**src/rtl/rr_encoder_pkg.sv**
```systemverilog
// Shared constants and state encoding for the round-robin 16-to-4 encoder.
package rr_encoder_pkg;

  localparam int unsigned N     = 16;
  localparam int unsigned IDX_W = 4;

  typedef enum logic {
    IDLE  = 1'b0,
    GRANT = 1'b1
  } state_e;

endpackage

```
**src/rtl/rr_pick.sv**
```systemverilog
// Combinational round-robin picker: first set req bit at or above ptr, wrapping to 0.
module rr_pick
  import rr_encoder_pkg::*;
(
  input  logic [N-1:0]     req,
  input  logic [IDX_W-1:0] ptr,
  output logic [IDX_W-1:0] idx,
  output logic             any,
  output logic             multi
);

  logic [2*N-1:0]   dbl;
  logic [N-1:0]     rot;
  logic [IDX_W-1:0] low;

  // Doubling the vector turns a plain right shift into a rotate.
  assign dbl = {req, req} >> ptr;
  assign rot = dbl[N-1:0];

  always_comb begin
    low = '0;
    for (int i = N - 1; i >= 0; i--) begin
      if (rot[i]) low = IDX_W'(i);
    end
  end

  // Index arithmetic is modulo 16 by width.
  assign idx   = low + ptr;
  assign any   = |req;
  assign multi = |(req & (req - N'(1)));

endmodule

```
**src/rtl/rr_encoder16.sv**
```systemverilog
// Round-robin 16-to-4 encoder with valid/ack handshake; all outputs are flops.
module rr_encoder16
  import rr_encoder_pkg::*;
(
  input  logic             clk,
  input  logic             rst_n,
  input  logic             enable,
  input  logic [N-1:0]     req,
  input  logic             ack,
  output logic [IDX_W-1:0] binary_out,
  output logic             valid,
  output logic             multi
);

  state_e           state_q;
  logic [IDX_W-1:0] ptr_q;
  logic [IDX_W-1:0] pick_idx;
  logic             pick_any;
  logic             pick_multi;

  rr_pick u_pick (
    .req   (req),
    .ptr   (ptr_q),
    .idx   (pick_idx),
    .any   (pick_any),
    .multi (pick_multi)
  );

  always_ff @(posedge clk or negedge rst_n) begin
    if (!rst_n) begin
      state_q    <= IDLE;
      ptr_q      <= '0;
      binary_out <= '0;
      valid      <= 1'b0;
      multi      <= 1'b0;
    end else begin
      case (state_q)
        IDLE: begin
          if (enable && pick_any) begin
            binary_out <= pick_idx;
            multi      <= pick_multi;
            valid      <= 1'b1;
            state_q    <= GRANT;
          end
        end
        GRANT: begin
          // req and enable are ignored here; the grant is held until ack.
          if (ack) begin
            valid   <= 1'b0;
            ptr_q   <= binary_out + IDX_W'(1);
            state_q <= IDLE;
          end
        end
        default: state_q <= IDLE;
      endcase
    end
  end

endmodule

```
**config.mk**
```make
export PLATFORM = sky130hd
export DESIGN_NAME = rr_encoder16
export DESIGN_NICKNAME = d
export VERILOG_FILES = /design/src/rtl/rr_encoder_pkg.sv /design/src/rtl/rr_pick.sv /design/src/rtl/rr_encoder16.sv
export SDC_FILE = /design/constraint.sdc
export NUM_CORES = 1
export LEC_CHECK = 0
export CORE_MARGIN = 5
export CORE_UTILIZATION = 59
export DETAILED_ROUTE_END_ITERATION = 8
export GPL_TIMING_DRIVEN = 1
export PLACE_DENSITY_LB_ADDON = 0.12
export SYNTH_ARGS = -nofsm -noshare
export SYNTH_HDL_FRONTEND = slang
export SYNTH_SLANG_ARGS = --single-unit
```
**constraint.sdc**
```tcl
create_clock -name clk -period 6.1 [get_ports clk]
set_input_delay 1.22 -clock clk [delete_from_list [all_inputs] [get_ports clk]]
set_output_delay 1.22 -clock clk [all_outputs]
set_load 0.05 [all_outputs]
```
== Yosys cells after proc, flatten, opt, wreduce, memory -nomap -nowiden ==
Cells that the tools add are included.
Word-level totals
  register bits after elaboration: 11
  input bits: 20
  word-level logic and storage cells: 41
Operators by class
  add/subtract/negate cells: 3
  eq/ne operators: 2
  shift-type cells: 1
  mux-type cells: 22
  bitwise operators: 2
  reductions and logical operators: 6
Operators by type and width (number)
  4-bit two-way mux: 16
  16-bit OR reduction: 2
  32-bit by 4-bit >> shifter with 16-bit output: 1
  16-bit AND: 1
  16-bit by 1-bit subtractor with 16-bit output (second input constant): 1
  2-bit AND reduction: 3
  4-bit by 1-bit adder with 4-bit output (second input constant): 1
  4-bit adder: 1
  1-bit two-way mux: 4
  2-bit inequality test (second input constant): 2
  1-bit one-hot mux with 2 select lines: 2
  1-bit logical AND: 1
  1-bit inverter: 1

== Longest topological paths before layout ==
  word-level depth: 18
  gate-level depth with buffers: 15
  gate-level depth less buffers: 13

== Hierarchy ==
A second synthesis with hierarchy kept.
Unflattened totals
  cell total of the unflattened synthesis: 151
  area, all modules: 1819.2 µm²
Modules (own cells, without submodules)
  rr_pick: times used 1, cells each 118, area each 1351.3 µm², seq. area each 0.0 µm²
  rr_encoder16: times used 1, cells each 33, area each 467.9 µm², seq. area each 275.3 µm²

== Worst setup path after synthesis ==
OpenSTA, ideal clock, no wires.
  kind: input to register
  from: input req[2]
  to: register binary_out[3]
  arrival time: 3838 ps
  required time: 6031 ps
  path slack: 2192 ps
  stages on the path: 11
  buffers on the path: 0
  cells stage by stage: mux4_1 > mux2_2 > or3_1 > a221oi_2 > a21boi_1 > ha_1 > a21oi_1 > xor2_1 > nor3b_1 > o2111ai_1 > nand3_1
On the way
  cells in the longest elaborated chain, start to end: 18
  elaborated cells between the ends (all ways): 21
  classes of those cells: add/sub (1); shift (1); mux (16); reduce/logical (3)
RTL lines
  start: declaration: line rr_encoder16.sv:8  | input logic [N-1:0] req,
  32-bit by 4-bit >> shifter with 16-bit output: line rr_pick.sv:17  | assign dbl = {req, req} >> ptr;
  4-bit two-way mux (16 in a row): line rr_pick.sv:23  | if (rot[i]) low = IDX_W'(i);
  4-bit adder: line rr_pick.sv:28  | assign idx = low + ptr;
  end signal: assignment: line rr_encoder16.sv:40  | binary_out <= pick_idx;
  end: declaration: line rr_encoder16.sv:10  | output logic [IDX_W-1:0] binary_out,
Parallel ways exist; a longest one is shown, timed or not.
A chain may end at the register's enable or synchronous reset.

== Worst setup path in the final report ==
  from: input req[6]
  to: register binary_out[3]
The elaborated chain is that of the path after synthesis.

==> reports/results.tsv <==
stage	metric	value	unit
min_path	whs_path_depth	2	
synthesis	synth_cell_types	52	
floorplan	die_h	66.03	um
clock_tree	cts-root-buf	clkbuf_4	
critical_path	crit_fanout	8	
timing	report.final.hold_viol_count	0	
timing	skew	0.8319	ps
grt	grt_pass1_wl	8431	um
placed_design	gp_congestion	0.9379	
detailed_routing	routedWlPerCell	18.92	um
clock_tree	cts_resized	0	
detailed_routing	drt-total-wl	4901	um
synthesis	syn_inst	196	
power	power	1.079	mW
critical_path	path_buf_inv	1	
placed_design	preCtsSetupSlack	1299	ps
clock_tree	clkTransAtPathRegs	70	ps
timing	worst_pin_slew	1034	ps
layout	seq_area	275.3	um2
synthesis	netlist_area	1852	um2
timing	final.setup.tns	0	ps
clock_tree	cts-htree-levels	1	
timing	rsz0062_at_grt	false	
synthesis	synth-seq-cells	11	
layout	diodes	0	
floorplan	die_width	66.03	um
grt	grt_max_degree	23	
critical_path	critPathTopFamily	multiplexers	
layout	multi_input_area	1485	um2
grt	antenna_found_initial	0	
power	leakagePower	0.7945	nW
critical_path	path_cells	clkdlybuf4s50_1 > mux4_1 > mux2i_1 > mux2i_1 > a311oi_1 > o21ai_0 > a22o_1 > ha_1 > a21o_1 > a21oi_1 > xor2_1 > nor3b_1 > o2111ai_1 > nand3_1	
floorplan	core	3028	um2
synthesis	synth_ff_type	dfrtp_1	
clock_tree	cts_tree	yes	
critical_path	worst-setup-path-type	in2reg	
detailed_routing	via_per_inst	6.691	
power	power_density	511.4	nW/um2
timing	fin_crit_sh	75.00	%
detailed_routing	dr.pass1.iters	4	
critical_path	critPathLaunchType	primary input	
critical_path	worst-path-stages	14	
placed_design	portBuffers	25	
layout	drive_gt1_share	14.88	%
timing	fin_ws	1525	ps
timing	maxSlewHeadroom	31.06	%
detailed_routing	drt.antenna.violating_nets	0	
floorplan	ios	26	
critical_path	worst_ep_arrival_time	4770	ps
clock_tree	ctsHoldBuffers	0	
timing	final_max_slew_viol_count	0	
detailed_routing	drt-initial-drc-count	146	
grt	grt_pass1_vias	1759	
synthesis	seq_area_frac_synth	14.86	%
clock_tree	cts-buffers-inserted	3	
timing	fmax	218.6	MHz
floorplan	die_area	4359	um2
placed_design	dp_hpwl	3883	um
synthesis	synth-edff-count	0	
layout	nFillCells	248	
clock_tree	clk_latency	260	ps
min_path	hp-class	reg2reg	
clock_tree	cts_setup_buffers	0	
synthesis	synth_nets	221	
clock_tree	cts.path.max_buffers	2	
layout	syn_to_final_growth	13.99	%
grt	grt_use_total	24.87	%
critical_path	crit_slowest_cell	mux4_1	
clock_tree	clock_sinks	11	
detailed_routing	vias	1733	
power	irDropWorstVdd	0.0003040	V
critical_path	reg2reg_depth	13	
critical_path	cp_data_required_time	6300	ps
layout	fin_nets	241	
critical_path	crit_path_end_kind	flop	
floorplan	start_util	61.16	%
critical_path	crit_top_cell	mux2i_1	
synthesis	yosys_warnings	0	
detailed_routing	drc	0	
timing	fin_crit	4575	ps
synthesis	avgSynthCellArea	9.448	um2
run	cap_violations	0	
timing	setup-violations-final	0	
synthesis	async_flop_share	100.0	%
critical_path	slowest_delay	610	ps
grt	grt_overflow	0	
status	status	finished clean	
floorplan	num_rows	20	
metal layers:
metal / vias to the layer above / GRT usage [%] / wire (um)
met2: 62 / 44.43 / 2510
met1: 837 / 30.75 / 2043
met4: 0 / 10.91 / 160
met5: - / 0 / 0
li1: 818 / - / -
met3: 16 / 1.361 / 186
Yosys cell counts (3+ instances only):
cell       n  share of area, %
nor2_1    14               2.8
dfrtp_1   11                15
mux4_2    11                13
nor3_1     5               1.4
o21ai_0   10               2.7
a21o_1     4               1.6
a21oi_1    8               2.2
xor2_1     4               1.9
maj3_1     3               1.6
ha_1       4               2.7
mux2i_1   17               9.2
mux4_1     5               7.1
nand3_1    3              0.81
a211oi_1   3               1.2
inv_1      4              0.81
nand2_1   22               4.5
or3_1      6               2.0
mux2_2    11               6.7
buf_4      5               2.0
o21ai_1    3              0.81
worst register-to-register path, cell delays in order, from the launching register on:
cell       delay, ps
dfrtp_1         1030
mux4_1           740
mux2i_1          410
mux2i_1          140
a311oi_1         250
o21ai_0          170
a22o_1           250
ha_1             200
a21o_1           180
a21oi_1          170
xor2_1           190
nor3b_1          210
o2111ai_1        130
nand3_1           90
kinds of logic (layout without fill, tap and decap cells):
logic type / after synthesis / in the layout / synth area share, %
AND/OR/NAND/NOR: 65 / 65 / 17.77
AO/OA/AOI/OAI: 48 / 48 / 17.97
multiplexers: 45 / 45 / 37.16
buffers and inverters: 15 / 34 / 4.932
flip-flops: 11 / 11 / 14.86
adder cells (fa/ha/maj): 8 / 8 / 5.406
XOR/XNOR: 4 / 4 / 1.892
report_power, final:
group	total [mW]	switching [mW]	internal (mW)	leakage (nW)
Combinational	0.828	0.430	0.398	0.649
Clock	0.0479	0.0227	0.0252	0.0150
Sequential	0.204	0.105	0.0985	0.130
Total	1.08	0.558	0.522	0.795
registers in the layout, indices dropped and copies added (netlist names):
register / cells
state_q: 1
binary_out: 4
multi: 1
ptr_q: 4
valid: 1
placed cells by master (no fill, tap or decap), types with 2 or more instances in the layout:
cell	synthesis	layout
mux2i_1	17	17
or3_1	6	6
o2111ai_1	2	2
o21ai_0	10	10
nor3b_1	2	2
maj3_1	3	3
dfrtp_1	11	11
clkbuf_4	0	3
a211oi_1	3	3
nand3_1	3	3
or2_2	2	2
mux4_1	5	5
mux4_2	11	11
ha_1	4	4
a21boi_1	2	2
nor2_1	14	14
o22ai_1	2	2
a311oi_1	2	2
inv_1	4	4
o21ai_1	3	3
nand2_1	22	22
and4_1	2	2
nand3b_1	2	2
mux2_2	11	11
a21oi_1	8	8
a21o_1	4	4
xor2_1	4	4
nor3_1	5	5
nand2b_1	2	2
clkdlybuf4s50_1	0	25
stage by stage:
step           hold WS, ps  cells  instance area [um2]  util, %
6_report             502.5    259                 2111    69.71
5_1_grt              550.6    259                 2111    69.71
4_1_cts              503.9    259                 2111    69.71
3_5_place_dp         479.8    255                 2085    68.84
3_3_place_gp         465.4    255                 2085    68.84
2_1_floorplan        527.3    196                 1852        -
layout make-up:
cell class | instances | share of cell area (%)
clock buffer | 4 | 1.245
multi-input combinational | 170 | 70.36
inverter | 5 | 0.8892
sequential | 11 | 13.04
timing repair buffer | 25 | 11.86
tap | 44 | 2.608
final timing paths:
path / start / end / slack [ps]
setup / recovery: req[6] / binary_out[3] / 1520
hold / removal: valid / valid / 500
setup reg to reg: ptr_q[1] / binary_out[3] / 1890
hold reg to reg: valid / valid / 500
max in group asynchronous: rst_n / valid / 4480
min in group asynchronous: rst_n / multi / 1290
Note: power is estimated with default switching activity, not from simulation.
==> variant 1, RTL diff (same settings) <==
Set the package constant `N` to 15 (it was 16).
--- a/src/rtl/rr_encoder_pkg.sv
+++ b/src/rtl/rr_encoder_pkg.sv
@@ -3,3 +3,3 @@
 
-  localparam int unsigned N     = 16;
+  localparam int unsigned N     = 15;
   localparam int unsigned IDX_W = 4;
Interface: changed (resized req); port bits go from 26 to 25. The function was not compared with the original's and may differ.
==> variant 1 against the unedited design <==
Utilization up 1.4 points; routed wire length is 13% lower; power grew 1.0%; sequential cell count unchanged; area after synthesis decreased by 5.8%; clock skew barely moved; clock power is 6.3% higher; design area is 5.5% lower; worst setup slack worse by 0.034 ns; combinational power up 2%.
==> variant 1: results (changes against the unedited design) <==
- Outcome: finished, final reports clean (unchanged)
- Biggest regs: binary_out: 4 flops, ptr_q: 4 flops (unchanged)
- Primary FF master, synth: dfrtp_1 (unchanged)
- Insertion delay of the later-clocked pin in the worst-skew pair: 0.27 ns
- Crit-path max FO: 7 (was 8)
- Syn. warnings: 0 (unchanged)
- Clock Root Buffer: clkbuf_4 (unchanged)
- H-tree levels: 1 (unchanged)
- CTS resizes: 0 (unchanged)
- Post-synthesis async set-or-reset flop share: 100.0% (unchanged)
- Chip width: 64.37 um (was 66.03 um)
- Iteration-0 DRC Markers: 103 (was 146)
- Crit path max-delay family: compound AO/OA/AOI/OAI gates (was multiplexers)
- Yosys cell types: 60 (was 52)
- CTS Buf Count: 3 (unchanged)
- Mapped Nets: 204 (was 221)
- Pin count of the biggest net entering global routing: 24 (was 23)
- Slew headroom: 14.76% (was 31.06%)
- Detailed placement HPWL: 3374 um (was 3883 um)
- Leakage Power: 0.7466 nW (was 0.7945 nW)
- Clk buf depth: 2 (unchanged)
- First-pass DRT Iterations: 5 (was 4)
- Layout Nets: 223 (was 241)
- Initial antenna violation count: 0 (unchanged)
- Crit-path slowest cell: mux4_2 (was mux4_1)
- Via-to-Cell Ratio: 7.013 (was 6.691)
- Post-synth top cells: nand2_1, mux4_2, dfrtp_1 (was nand2_1, mux2i_1, nor2_1)
- Crit path arrival time: 4.77 ns (about the same)
- Worst path max stage delay: 0.61 ns (about the same)
- Post CTS Setup Buffer Count: 0 (unchanged)
- Peak supply drop: 0.0003456 V (was 0.0003040 V)
- Routability cong.: 0.8654 (was 0.9379)
- HP Class: register to register (unchanged)
- Port Buf Inserts: 24 (was 25)
- Switching power: 0.5530 mW (was 0.5575 mW)
- Share of cells above drive strength 1: 18.18% (was 14.88%)
- CTS clk-pin slew, worst paths: 0.07 ns (about the same)
- Fillcell total: 228 (was 248)
- Part of the Yosys area used for sequential elements: 15.78% (was 14.86%)
- N_diodes: 0 (unchanged)
- Synth area leaders: mux4_2, dfrtp_1, mux2_2, mux4_1, nand2_1 (was dfrtp_1, mux4_2, mux2i_1, mux4_1, mux2_2)
- Post-Route WL: 4266 um (was 4901 um)
- Place WS: 1.240 ns (was 1.299 ns)
- GRT Total Usage: 21.73% (was 24.87%)
- Clk_skew: 0.0003342 ns (was 0.0008319 ns)
- First-pass GRT wire length: 7334 um (was 8431 um)
- Vias in the first global route: 1,581 (was 1,759)
variant 1: stage by stage:
stage / instances / total power [mW] / utilization (%) / instance area [um2]
2_1_floorplan: 180 / 0.8669 / - / 1744
3_3_place_gp: 225 / 0.9988 / 70.16 / 1968
3_5_place_dp: 225 / 1.025 / 70.16 / 1968
4_1_cts: 229 / 1.080 / 71.14 / 1996
5_1_grt: 229 / 1.183 / 71.14 / 1996
6_report: 229 / 1.090 / 71.14 / 1996
variant 1: cells by family (layout without fill, tap and decap cells):
group	Yosys count	in the layout	synth area share, %
AO/OA/AOI/OAI	53	53	24.10
XOR/XNOR	4	4	2.009
multiplexers	30	30	31.49
buffers and inverters	20	38	5.309
adder cells (fa/ha/maj)	7	7	5.165
flip-flops	11	11	15.78
AND/OR/NAND/NOR	55	55	16.14
variant 1: worst register-to-register path: stages, from the launching register on:
cell	delay, ns
dfrtp_1	0.91
mux4_2	0.71
a2111oi_1	0.53
o21ai_1	0.15
a2111oi_2	0.42
o221a_1	0.25
ha_1	0.22
a21o_1	0.18
a21oi_1	0.19
xnor2_1	0.18
nor2_1	0.07
o2111ai_1	0.14
nand3_1	0.09
variant 1: power by group through the flow:
| stage | registers [mW] | clock network (mW) | logic, mW |
|---|---|---|---|
| 2_1_floorplan | 0.174 | 0 | 0.692 |
| 3_3_place_gp | 0.194 | 0 | 0.804 |
| 3_5_place_dp | 0.198 | 0 | 0.826 |
| 4_1_cts | 0.197 | 0.0514 | 0.832 |
| 5_1_grt | 0.209 | 0.0568 | 0.917 |
| 6_report | 0.197 | 0.0509 | 0.843 |
variant 1: final timing paths:
path / startpoint / end / slack [ns] / depth (start not counted)
max: req[9] / binary_out[3] / 1.49 / 13
min: multi / multi / 0.51 / 1
max reg2reg: ptr_q[1] / binary_out[3] / 1.94 / 12
min reg2reg: multi / multi / 0.51 / 1
max in group asynchronous: rst_n / ptr_q[1] / 4.51 / 1
min in group asynchronous: rst_n / binary_out[1] / 1.27 / 1
variant 1: cell type report:
type	count	share of cell area [%]
inverter	10	1.881
multi-input combinational	149	68.97
clock inverter	1	0.2508
tap	31	1.944
sequential	11	13.79
clock buffer	3	1.129
timing repair buffer	24	12.04
variant 1: layer usage:
metal | global-route usage, % | vias up | wire, um
met5 | 0 | - | 0
met3 | 4.028 | 2 | 298
met1 | 28.51 | 772 | 1763
li1 | - | 750 | -
met4 | 3.694 | 0 | 5
met2 | 37.89 | 82 | 2198
==> variant 2, RTL diff (same flow settings) <==
Without the edit above. Reset style: synchronous (`rst_n`), changed in one clocked block.
--- a/src/rtl/rr_encoder16.sv
+++ b/src/rtl/rr_encoder16.sv
@@ -28,3 +28,3 @@
 
-  always_ff @(posedge clk or negedge rst_n) begin
+  always_ff @(posedge clk) begin
     if (!rst_n) begin
Function: differs if rst_n is asserted again (counterexample within 4 cycles, from zero or initial values and one cycle with rst_n low); with rst_n held inactive, the same outputs for 10 cycles.
==> variant 2 against the unedited design <==
Utilization shrank 1.7 points; critical path depth is the same; area after synthesis shrank 2.2%; worst setup slack lost 0.16 ns; sequential cell count is the same; routed wire length shrank 3.1%; design area shrank 3.2%; critical endpoint is now binary_out[3].
Power is left out: it rests on default switching activity, and per cell area and clock period it moved more than threefold.
==> variant 2: results (changes against the unedited design) <==
- Routed len/inst: 18.85 um (was 18.92 um)
- H-tree levels: 1 (unchanged)
- XOR/XNOR share of the synthesized area: 1.450% (was 1.892%)
- Mapped Nets: 224 (was 221)
- Final Hold Slack: 0.4631 ns (was 0.5025 ns)
- Fillcell total: 250 (was 248)
- Post-synth top cells: nand2_1, mux2i_1, nor2_1, dfxtp_1, o21ai_0 (was nand2_1, mux2i_1, nor2_1)
- Place WS: 1.148 ns (was 1.299 ns)
- Outcome: finished, final reports clean (unchanged)
- Post-Synth Adder-Cell Area: 4.972% (was 5.405%)
- First-pass GRT wire length: 8162 um (was 8431 um)
- WL met2: 2341 um (was 2510 um)
- Primary FF master, synth: dfxtp_1 (was dfrtp_1)
- Crit-path max FO: 7 (was 8)
- Vias: 1,757 (was 1,733)
- Detailed placement HPWL: 3746 um (was 3883 um)
- Share of cells above drive strength 1: 14.61% (was 14.88%)
- Post CTS Setup Buffer Count: 0 (unchanged)
- Part of the Yosys area used for sequential elements: 12.15% (was 14.86%)
- Synth area leaders: mux4_2, dfxtp_1, mux4_1, mux2i_1, nand2_1 (was dfrtp_1, mux4_2, mux2i_1, mux4_1, mux2_2)
- Mux share of post-synthesis cell area: 33.29% (was 37.16%)
- Yosys cell types: 61 (was 52)
- Met3 wire len: 213 um (was 186 um)
- Post-synthesis async set-or-reset flop share: 0% (was 100.0%)
- Crit-path slowest cell: mux4_2 (was mux4_1)
- Pin count of the biggest net entering global routing: 22 (was 23)
- Slew headroom: 31.90% (was 31.06%)
- Worst path max stage delay: 0.56 ns (was 0.61 ns)
- R2R Setup Slk: 1.73 ns (was 1.89 ns)
- Met1 Wirelength: 2081 um (was 2043 um)
- Minimum clock period after layout: 4.733 ns (was 4.575 ns)
- GRT Total Usage: 24.19% (was 24.87%)
- Syn. warnings: 0 (unchanged)
- Vias in the first global route: 1,745 (was 1,759)
- Clk_skew: 0.003266 ns (was 0.0008319 ns)
- N_diodes: 0 (unchanged)
- Compound-Gate Fraction of Synth Area: 22.38% (was 17.97%)
- Iteration-0 DRC Markers: 230 (was 146)
- First-pass DRT Iterations: 5 (was 4)
- Crit path max-delay family: compound AO/OA/AOI/OAI gates (was multiplexers)
- Top routing layer in use: met4 (unchanged)
- Routability cong.: 0.9396 (was 0.9379)
- Layout Nets: 245 (was 241)
## variant 2: changes by cell type after synthesis, moves of 4 or more
cell     delta
dfrtp_1    -11
mux2i_1     -4
dfxtp_1    +11
nand2_1     +4
mux2_2      -6
buf_4       -5
or3_1       -4
## variant 2: path summary, 6_finish.rpt
check,start,endpoint,depth (start not counted)
hold / removal,valid,valid,2
setup reg to reg,ptr_q[1],binary_out[3],13
setup / recovery,req[10],binary_out[3],14
hold reg to reg,valid,valid,2
## variant 2: final cells by class
type                       count  area (um2)  share of cell area (%)
sequential                    11       220.2                   10.78
clock buffer                   4       26.28                   1.286
inverter                       8       31.28                   1.531
timing repair buffer          25       250.2                   12.25
multi-input combinational    171        1474                   72.14
tap                           33       41.29                   2.021
## variant 2: worst min-delay path, cell delays in order (launching register included)
cell	delay, ns
dfxtp_1	0.31
inv_1	0.05
a211oi_1	0.06
## variant 2: cells by family (layout without fill, tap and decap cells)
logic type                 Yosys count  in the layout
and+or+nand+nor                     69             69
xor gates and xnor gates             3              3
buffers and inverters               17             37
adders and majority gates            7              7
AOI/OAI and AO/OA                   56             56
muxes                               36             36
DFF                                 11             11
## variant 2: metrics by stage
stage	std cells	utilization, %	instance area (um2)
final	252	68.04	2043
after global placement	248	67.17	2017
after floorplan	199	-	1812
after global routing	252	68.04	2043
after CTS	252	68.04	2043
after detailed placement	248	67.17	2017
## variant 2: per-layer routing
layer,global-route usage [%],vias up
li1,-,826
met1,31.79,845
met3,2.906,11
met5,0,-
met2,40.71,75
met4,8.808,0
